[config.mk]
export PLATFORM = sky130hd
export DESIGN_NAME = mem_access_ctrl
export DESIGN_NICKNAME = d
export VERILOG_FILES = /design/src/rtl/mem_access_ctrl.sv
export SDC_FILE = /design/constraint.sdc
export NUM_CORES = 1
export LEC_CHECK = 0
export ABC_AREA = 1
export CORE_MARGIN = 2
export CORE_UTILIZATION = 50
export CTS_CLUSTER_DIAMETER = 30
export DETAILED_ROUTE_END_ITERATION = 8
export DONT_BUFFER_PORTS = 1
export SLEW_MARGIN = 10
export SYNTH_ARGS = -nofsm -noshare
export SYNTH_HDL_FRONTEND = slang
export SYNTH_SLANG_ARGS = --single-unit
[constraint.sdc]
create_clock -name clk -period 2.9 [get_ports clk]
set_input_delay 0.145 -clock clk [delete_from_list [all_inputs] [get_ports clk]]
set_output_delay 0.145 -clock clk [all_outputs]
set_load 0.05 [all_outputs]
[src/rtl/mem_access_ctrl.sv]
// MEM-stage data-memory controller: valid/ack handshake to a variable-latency memory, stalling the pipeline until done.
// Accept takes one cycle, then up to MAX_WAIT WAIT cycles, then one DONE cycle; Stall holds upstream for accept and WAIT.
module mem_access_ctrl #(
    parameter int unsigned MAX_WAIT = 15
) (
    input  logic        clk,
    input  logic        rst,
    input  logic        InstValid,
    input  logic [3:0]  Opcode,
    input  logic [15:0] MemAddr,
    input  logic [15:0] StoreData,
    output logic        Stall,
    output logic [15:0] LoadData,
    output logic        LoadValid,
    output logic        MemErr,
    output logic        mem_en,
    output logic        mem_wr,
    output logic [15:0] mem_addr,
    output logic [15:0] mem_wdata,
    input  logic        mem_ack,
    input  logic [15:0] mem_rdata
);

    typedef enum logic [1:0] {IDLE, WAIT, DONE} state_t;

    localparam logic [7:0] LAST_WAIT = 8'(MAX_WAIT - 1);

    state_t      state_q, state_d;
    logic [7:0]  cnt_q, cnt_d;
    logic        en_q, en_d;
    logic        wr_q, wr_d;
    logic [15:0] addr_q, addr_d;
    logic [15:0] wdata_q, wdata_d;
    logic [15:0] ld_q, ld_d;
    logic        lv_q, lv_d;
    logic        err_q, err_d;
    logic        stall_c;
    logic        memop;

    assign memop = InstValid && (Opcode == 4'b1000 || Opcode == 4'b1001);

    always_comb begin
        state_d = state_q;
        cnt_d   = cnt_q;
        en_d    = en_q;
        wr_d    = wr_q;
        addr_d  = addr_q;
        wdata_d = wdata_q;
        ld_d    = ld_q;
        lv_d    = 1'b0;
        err_d   = 1'b0;
        stall_c = 1'b0;
        case (state_q)
            IDLE: begin
                if (memop) begin
                    if (MemAddr[0]) begin
                        err_d = 1'b1;
                    end else begin
                        stall_c = 1'b1;
                        en_d    = 1'b1;
                        wr_d    = Opcode[0];
                        addr_d  = MemAddr;
                        wdata_d = StoreData;
                        cnt_d   = 8'd0;
                        state_d = WAIT;
                    end
                end
            end
            WAIT: begin
                stall_c = 1'b1;
                // An ack in the final wait cycle still counts as success.
                if (mem_ack) begin
                    en_d    = 1'b0;
                    state_d = DONE;
                    if (!wr_q) begin
                        ld_d = mem_rdata;
                        lv_d = 1'b1;
                    end
                end else if (cnt_q == LAST_WAIT) begin
                    en_d    = 1'b0;
                    err_d   = 1'b1;
                    state_d = DONE;
                    if (!wr_q) begin
                        ld_d = 16'h0000;
                        lv_d = 1'b1;
                    end
                end else begin
                    cnt_d = cnt_q + 8'd1;
                end
            end
            DONE: begin
                // Inputs still show the completed instruction, so no accept here.
                state_d = IDLE;
            end
            default: begin
                state_d = IDLE;
            end
        endcase
    end

    always_ff @(posedge clk or posedge rst) begin
        if (rst) begin
            state_q <= IDLE;
            cnt_q   <= 8'd0;
            en_q    <= 1'b0;
            wr_q    <= 1'b0;
            addr_q  <= 16'h0000;
            wdata_q <= 16'h0000;
            ld_q    <= 16'h0000;
            lv_q    <= 1'b0;
            err_q   <= 1'b0;
        end else begin
            state_q <= state_d;
            cnt_q   <= cnt_d;
            en_q    <= en_d;
            wr_q    <= wr_d;
            addr_q  <= addr_d;
            wdata_q <= wdata_d;
            ld_q    <= ld_d;
            lv_q    <= lv_d;
            err_q   <= err_d;
        end
    end

    // Stall is combinational, so it must also be forced low while reset is held.
    assign Stall     = stall_c && !rst;
    assign LoadData  = ld_q;
    assign LoadValid = lv_q;
    assign MemErr    = err_q;
    assign mem_en    = en_q;
    assign mem_wr    = wr_q;
    assign mem_addr  = addr_q;
    assign mem_wdata = wdata_q;

endmodule

# Word-level counts from Yosys, hierarchy flattened
# Cells that the tools add are included.
[totals] ff_bits=61 in_bits=56 output_inout_bits=53 wordCells=64
[classes] add_sub_neg=1 eq_ne=9 n_mux=31 bitwise=2 reduce_logical=12
[op_table] op="two-way mux 16 bit" count=4
[op_table] op="two-way mux 8 bit" count=4
[op_table] op="case mux 8 bit (2 select lines)" count=1
[op_table] op="two-way mux 1 bit" count=14
[op_table] op="AND reduction 3 bit" count=3
[op_table] op="adder 8 x 1 -> 8 bit, second input constant" count=1
[op_table] op="equality test 4 bit, second input constant" count=2
[op_table] op="equality test 8 x 4 -> 1 bit, second input constant" count=1
[op_table] op="two-way mux 2 bit" count=4
[op_table] op="!= test 2 bit, second input constant" count=4
[op_table] op="case mux 1 bit (2 select lines)" count=3
[op_table] op="AND reduction 5 bit" count=1
[op_table] op="case mux 2 bit (2 select lines)" count=1
[op_table] op="AND reduction 4 bit" count=1
[op_table] op="nonzero test 2 bit" count=2
[op_table] op="!= test 3 bit, second input constant" count=1
[op_table] op="equality test 2 x 1 -> 1 bit, second input constant" count=1
[op_table] op="logical AND 1 bit" count=2
[op_table] op="zero test 2 bit" count=1
[op_table] op="inverter 1 bit" count=2
[op_table] op="zero test 1 bit" count=1
[op_table] op="logical OR 1 bit" count=1

# Depth between registers and ports, before layout
# Gate-level depths: netlist (run 1).
[depth] ltp_word=6 ltp_mapped=8 depth_no_buf=8

# Worst setup path before layout (run 1)
# Ideal clock, no wire load.
[synth_timing] kind="register to output" from="reg state_q[0]" to="out Stall" arrival_time_ps=1728 required_ps=2755 setup_slack_ps=1027 path_stages_with_launch=5 n_path_buf=1 cell_sequence="dfrtp_1 > nor2_1 > nand2_2 > buf_2 > a21oi_1"
[synth_between] elab_chain_cells=3 elab_cells_between_ends=4 cone_classes="eq/ne: 1; mux: 1; reduce/logical: 2"
[synth_lines] item="from (decl)" line_no="28" source="state_t state_q, state_d;"
[synth_lines] item="from (signal assigned)" line_no="113" source="state_q <= state_d;"
[synth_lines] item="equality test 2 x 1 -> 1 bit or zero test 2 bit (tied branches)" line_no="53" source="case (state_q)"
[synth_lines] item="case mux 1 bit (2 select lines) (*)" line_no="53"
[synth_lines] item="logical AND 1 bit (*)" line_no="126" source="assign Stall = stall_c && !rst;"
[synth_lines] item="to (decl)" line_no="12" source="output logic Stall,"
# Every way passes the cells marked *; elsewhere a longest branch is shown, timed or not.

# Worst setup path after layout (run 1)
# Ends and elaborated chain as after synthesis.

==> results of run 1 <==
## synth_stat cells
library cell / count
o22ai_1: 1
nor2_1: 11
buf_4: 1
nor2_4: 1
xnor2_1: 1
inv_1: 16
nand3_1: 41
nand3_2: 1
nand2_2: 3
nand4_1: 1
buf_1: 1
buf_2: 11
o21ai_2: 16
nand3_4: 1
nor3_1: 1
o21bai_1: 1
nor2_2: 1
a21oi_1: 4
conb_1: 1
buf_6: 4
nand3b_4: 1
xor2_1: 1
o21bai_4: 1
ha_1: 2
nand2_1: 133
dfrtp_1: 61
## cells in the final DEF, fill, tap and decap left out, types with 2 or more instances in the layout
cell type / instances
a21oi_1: 4
buf_4: 4
clkbuf_8: 11
clkinv_2: 3
dfrtp_1: 61
dlygate4sd3_1: 50
ha_1: 2
inv_1: 15
nand2_1: 133
nand2_2: 3
nand3_1: 41
nor2_1: 10
nor2_2: 2
o21ai_2: 16
## area by class of cell
cell class,count,share of cell area [%]
timing repair buffer,54,15.3
clock buffer,12,4.47
sequential,61,44.0
multi-input combinational,223,31.2
inverter,16,1.73
tap,72,2.60
clock inverter,4,0.650
## final timing paths
kind | start | slack [ns] | to | cells after the start
worst max-delay path | state_q[0] | 1.00 | Stall | 4
worst min-delay path | MemAddr[0] | 0.02 | MemErr | 2
worst max register to register | cnt_q[0] | 1.13 | LoadData[4] | 7
worst min register to register | cnt_q[7] | 0.53 | cnt_q[7] | 2
max in group asynchronous | rst | 1.75 | LoadData[8] | 3
min in group asynchronous | rst | 0.30 | mem_wdata[11] | 2
## per-layer routing
| layer | global-route usage (%) | up-vias |
|---|---|---|
| met3 | 6.67 | 8 |
| met1 | 27.0 | 1056 |
| li1 | - | 1093 |
| met5 | 0 | - |
| met4 | 7.72 | 0 |
| met2 | 33.3 | 73 |
## logic make-up after synthesis
kind of cell    after synthesis  share of synthesized area [%]
simple gates                195                           30.3
flops                        61                           55.0
buf+inv                      33                           6.17
compound gates               23                           6.94
xor+xnor                      2                          0.631
fa+ha+maj                     2                          0.901
other cells                   1                          0.135
## flip-flops by register name, indices dropped and copies added (netlist names)
| name | cells |
|---|---|
| mem_wr | 1 |
| MemErr | 1 |
| mem_addr | 15 |
| cnt_q | 8 |
| LoadData | 16 |
| mem_en | 1 |
| state_q | 2 |
| mem_wdata | 16 |
| LoadValid | 1 |
## metrics by stage
step / total power [mW] / cells / instance area, µm²
CTS: 2.49 / 442 / 3470
global route: 2.60 / 442 / 3470
finish: 2.47 / 442 / 3470
global placement: 1.75 / 376 / 2790
floorplan: 1.70 / 317 / 2780
detailed placement: 1.76 / 376 / 2790
## power by group through the flow
stage	sequential [mW]	clock (mW)	combinational (mW)
CTS	1.53	0.690	0.276
global route	1.54	0.732	0.321
detailed placement	1.54	0	0.219
floorplan	1.51	0	0.193
global placement	1.54	0	0.209
finish	1.52	0.669	0.274
==> flow_summary.toml, run 1 <==
[status]
outcome = "complete, no violations"

[global_routing]
grt_pass1_vias = 2244
grt_overflow_total = 0
grtUsageTotal_pct = 21.0
antenna_found_initial = 0
grt_max_degree = 40
grt_pass1_wl_um = 10200

[placement]
port-buffer-count = 0
gp_congestion = 0.733
dpl.hpwl_um = 3720
post-place-ws_ns = 1.14

[pwr]
p_sw_share_pct = 41.1
power_switching_mw = 1.01
clkPwrFrac_pct = 27.1
ir_worst_vdd_uv = 435
p_seq_share_pct = 61.8
power_leakage_nw = 1.78
p_comb_share_pct = 11.1
power_density_nw_per_um2 = 712
p_int_mw = 1.45

[critical_path]
startpoint_type = "flip-flop"
crit_type = "reg -> out"
crit_fanout = 35
end_kind = "output port"
cp_top_family = "simple AND/OR/NAND/NOR gates"
required_ns = 2.76
cpPeakStageDelay_ns = 0.41
crit_slowest_cell = "dfrtp_1"
path_cells = "nor2_2, nand2_2, a21oi_1, buf_4"
critPathArrivalTime_ns = 1.75
critPathBufInv = 1

[timing]
fin_setup_tns_ns = 0
slew_headroom_pct = 55.2
period_needed_ns = 1.90
rsz0062_at_grt = "false"
hold_ws_ns = 0.0233
skew_ns = 0.00509
period_share_pct = 65.5
final.setup.worst_slack_ns = 1.00
hold_viol_final = 0
fmax_ghz = 0.527
setup_violations = 0
worstMarginPinSlew_ns = 0.671
slew_viol_final = 0

[detailed_routing]
drt_first_pass_iters = 4
ant_nets = 0
num_vias = 2230
drt_wl_total_um = 6060
wl_met2_um = 2930
routed_via_density = 5.05
drcViolationCount = 0
drt-met1-wl_um = 2600
wl_per_cell_um = 13.7
drt_iter0_drc = 100
routed.top_layer = "met4"
wl_met3_um = 447

[synth]
yosysUniqueCellTypes = 26
yosysWarnings = 0
ys_top_cells_by_area = "dfrtp_1 (55%), nand2_1 (18%), nand3_1 (7.4%)"
syn_area_um2 = 2780
ys_seq_area_share_pct = 55.0
synth-seq-cells = 61
postSynthAreaPerCell_um2 = 8.76
syn_inst = 317
syn-num-nets = 375
synth_top_area_cell = "dfrtp_1"
yosys.area.top_type_share_pct = 55.0

[final_layout]
syn2layout_area_growth_pct = 24.8
diodes = 0
multi_input_area_um2 = 1080
fin_nets = 423
register_area_um2 = 1530
utilization_pct = 63.7
drive_gt1_share_pct = 12.4
fill_cells = 448

[cts]
root_buffer = "clkbuf_8"
cts_buffers = 9
cts.sinks = 61
clk_path_buf_depth = 2
h-tree-depth = 3
post_cts_buffers = 0
cts_hold_buffers = 50
cts.repair.resized = 0
clk_pin_slew_ns = 0.07
cts_tree = "yes"
worstSkewPairLatency_ns = 0.32

[floorplanning]
die_height_um = 78.5
die-width_um = 78.5
fp.dieArea_um2 = 6170
floorplan.rows = 27
start_util_pct = 51.1
core-area_um2 = 5440
ioPinCount = 109

[flow_run]
cap_violations = 0

[worst_hold_path]
worst_hold_path_type = "in -> reg"
No activity file was read; power rests on OpenSTA's default activity.
==> run 2, diff against run 1 <==
Settings changed: ABC_AREA 1 to 0, PLACE_DENSITY set to 0.68.
Clock period 2.9 ns to 1.6 ns, I/O delays scaled along.
==> run 2 against run 1 <==
The run now ends with setup timing left. Clock power rose by 88%. Die area decreased by 10%. Critical endpoint is now cnt_q[7]. Wire length increased by 0.61%. Register-to-register slack got worse by 1.3 ns.
==> flow_summary.toml, run 2 <==
[synth]
syn-num-nets = 234
ys_seq_area_share_pct = 61.4
yosys.area.top_type_share_pct = 61.4
yosysUniqueCellTypes = 35
yosysWarnings = 0
async_flop_share_pct = 100
synth_common_cells = "dfrtp_1 (61), mux2_2 (32), a22o_1 (16)"
synth-edff-count = 0
syn_inst = 176
postSynthAreaPerCell_um2 = 14.1
synthFlopType = "dfrtp_1"
syn_area_um2 = 2480
post-synth-top-count-cell = "dfrtp_1"
synth-seq-cells = 61
synth_top_area_cell = "dfrtp_1"
ys_top_cells_by_area = "dfrtp_1 (61%), mux2_2 (15%), a22o_1 (5.6%)"

[floorplanning]
start_util_pct = 52.3
die-width_um = 74.5
ioPinCount = 109
floorplan.rows = 25
core-area_um2 = 4750
fp.dieArea_um2 = 5550
die_height_um = 74.5

[timing]
slew_headroom_pct = 65.9
skew_ns = 0.0128
fin_setup_tns_ns = -3.20
slew_viol_final = 0
hold_viol_final = 0
worstMarginPinSlew_ns = 0.511
rsz0062_at_grt = "true"
final.setup.worst_slack_ns = -0.155
setup_violations = 26
period_needed_ns = 1.76
period_share_pct = 110
fmax_ghz = 0.570

[placement]
gp_congestion = 0.888
dpl.hpwl_um = 3740
port-buffer-count = 0
place_area_um2 = 2690

[flow_run]
cap_violations = 0

[detailed_routing]
drt_iter0_drc = 122
ant_nets = 0
drcViolationCount = 0
wl_met3_um = 453
drt_first_pass_iters = 4
wl_per_cell_um = 18.9
routed.top_layer = "met4"
num_vias = 1790
drt_wl_total_um = 6100
routed_via_density = 5.56
wl_met2_um = 3230
drt-met1-wl_um = 2300

[cts]
h-tree-depth = 3
clk_pin_slew_ns = 0.07
worstSkewPairLatency_ns = 0.33
cts_buffers = 9
clk_path_buf_depth = 2
cts_tree = "yes"
cts.sinks = 61
root_buffer = "clkbuf_8"

[final_layout]
drive_gt1_share_pct = 33.7
syn2layout_area_growth_pct = 39.3
diodes = 0
stdcell_area_um2 = 3460
final_common_cell = "dfrtp_1"
layout_common_cells = "dfrtp_1 (59), dlygate4sd3_1 (50), mux2_2 (31), buf_4 (18), a22o_1 (16)"
fin_nets = 309

[critical_path]
end_kind = "flip-flop"
critPathArrivalTime_ns = 1.99
crit_type = "reg -> reg"
worst-r2r-setup-slack_ns = -0.16
critPathCapture = "cnt_q[7]"
timing.rr.start = "cnt_q[0]"
crit_fanout = 8
cp-startpoint = "cnt_q[0]"
regToRegEndpoint = "cnt_q[7]"
startpoint_type = "flip-flop"
r2r_cells = 6
required_ns = 1.84

[global_routing]
grt_max_degree = 36
grt_pass1_wl_um = 9440
antenna_found_initial = 0
grt_overflow_total = 0
grtUsageTotal_pct = 23.0
grt_pass1_vias = 1973

[pwr]
ir_worst_vdd_uv = 1100
power_mw = 5.30
power_density_nw_per_um2 = 1530
power_leakage_nw = 1.57

[status]
violations = "setup timing"
outcome = "finished with violations"

[worst_hold_path]
worstHoldPathCells = 3
worst_hold_path_type = "in -> reg"
[run 2: through the flow]
step	setup slack (ns)	hold slack (ns)	std cells	utilization [%]
floorplan	-0.197	0.197	176	-
global placement	-0.172	0.0548	254	56.6
detailed placement	-0.228	0.0664	254	56.6
CTS	-0.153	0.0724	320	71.8
global route	-0.220	0.0855	322	72.8
finish	-0.155	0.0878	322	72.8
[run 2: per-layer routing]
layer	GRT usage [%]	vias to the layer above
met3	7.18	13
met1	26.1	895
met2	40.6	92
met5	0	-
li1	-	790
met4	8.73	0
[run 2: area by class of cell]
type                       instances  area [µm²]
multi-input combinational         97         911
fill                             333        1290
sequential                        61        1530
tap                               67        83.8
timing repair buffer              73         723
clock inverter                     5        52.6
inverter                           9        33.8
clock buffer                      10         128
[run 2: how the worst min path moves through the flow]
stage | slack [ns] | startpoint | endpoint
after floorplan | 0.20 | Opcode[0] | mem_wr
after global placement | 0.05 | rst | state_q[0]
after detailed placement | 0.07 | rst | cnt_q[5]
after CTS | 0.07 | mem_ack | LoadValid
after global routing | 0.09 | mem_ack | LoadValid
final | 0.09 | mem_ack | LoadValid
[run 2: worst max-delay path, stage by stage, from the launching register on]
cell and delay, ns:
dfrtp_1 0.37, inv_1 0.06, ha_1 0.13, or3b_4 0.42, o211a_4 0.25, or2_4 0.28
o221ai_2 0.17
[run 2: kinds of logic after synthesis]
group / synth area share [%]
adder cells (fa/ha/maj): 1.01
other: 0.151
AND/OR/NAND/NOR: 6.75
AO/OA/AOI/OAI: 11.8
flip-flops: 61.4
buffers and inverters: 3.52
multiplexers: 15.3
[run 2: timing repair]
item                                   4_1_cts  5_1_grt
gates resized for setup                      7        5
pin swaps                                    5        1
hold buffers                                50        0
endpoints found under the hold margin      110        0
setup endpoints to repair                   27       60
gates cloned                                 0        1
setup buffers                                1        1
[run 2: power by group]
part | total, mW | switching [mW] | internal (mW)
Combinational | 0.847 | 0.380 | 0.467
Clock | 1.26 | 0.559 | 0.702
Sequential | 3.19 | 1.32 | 1.88
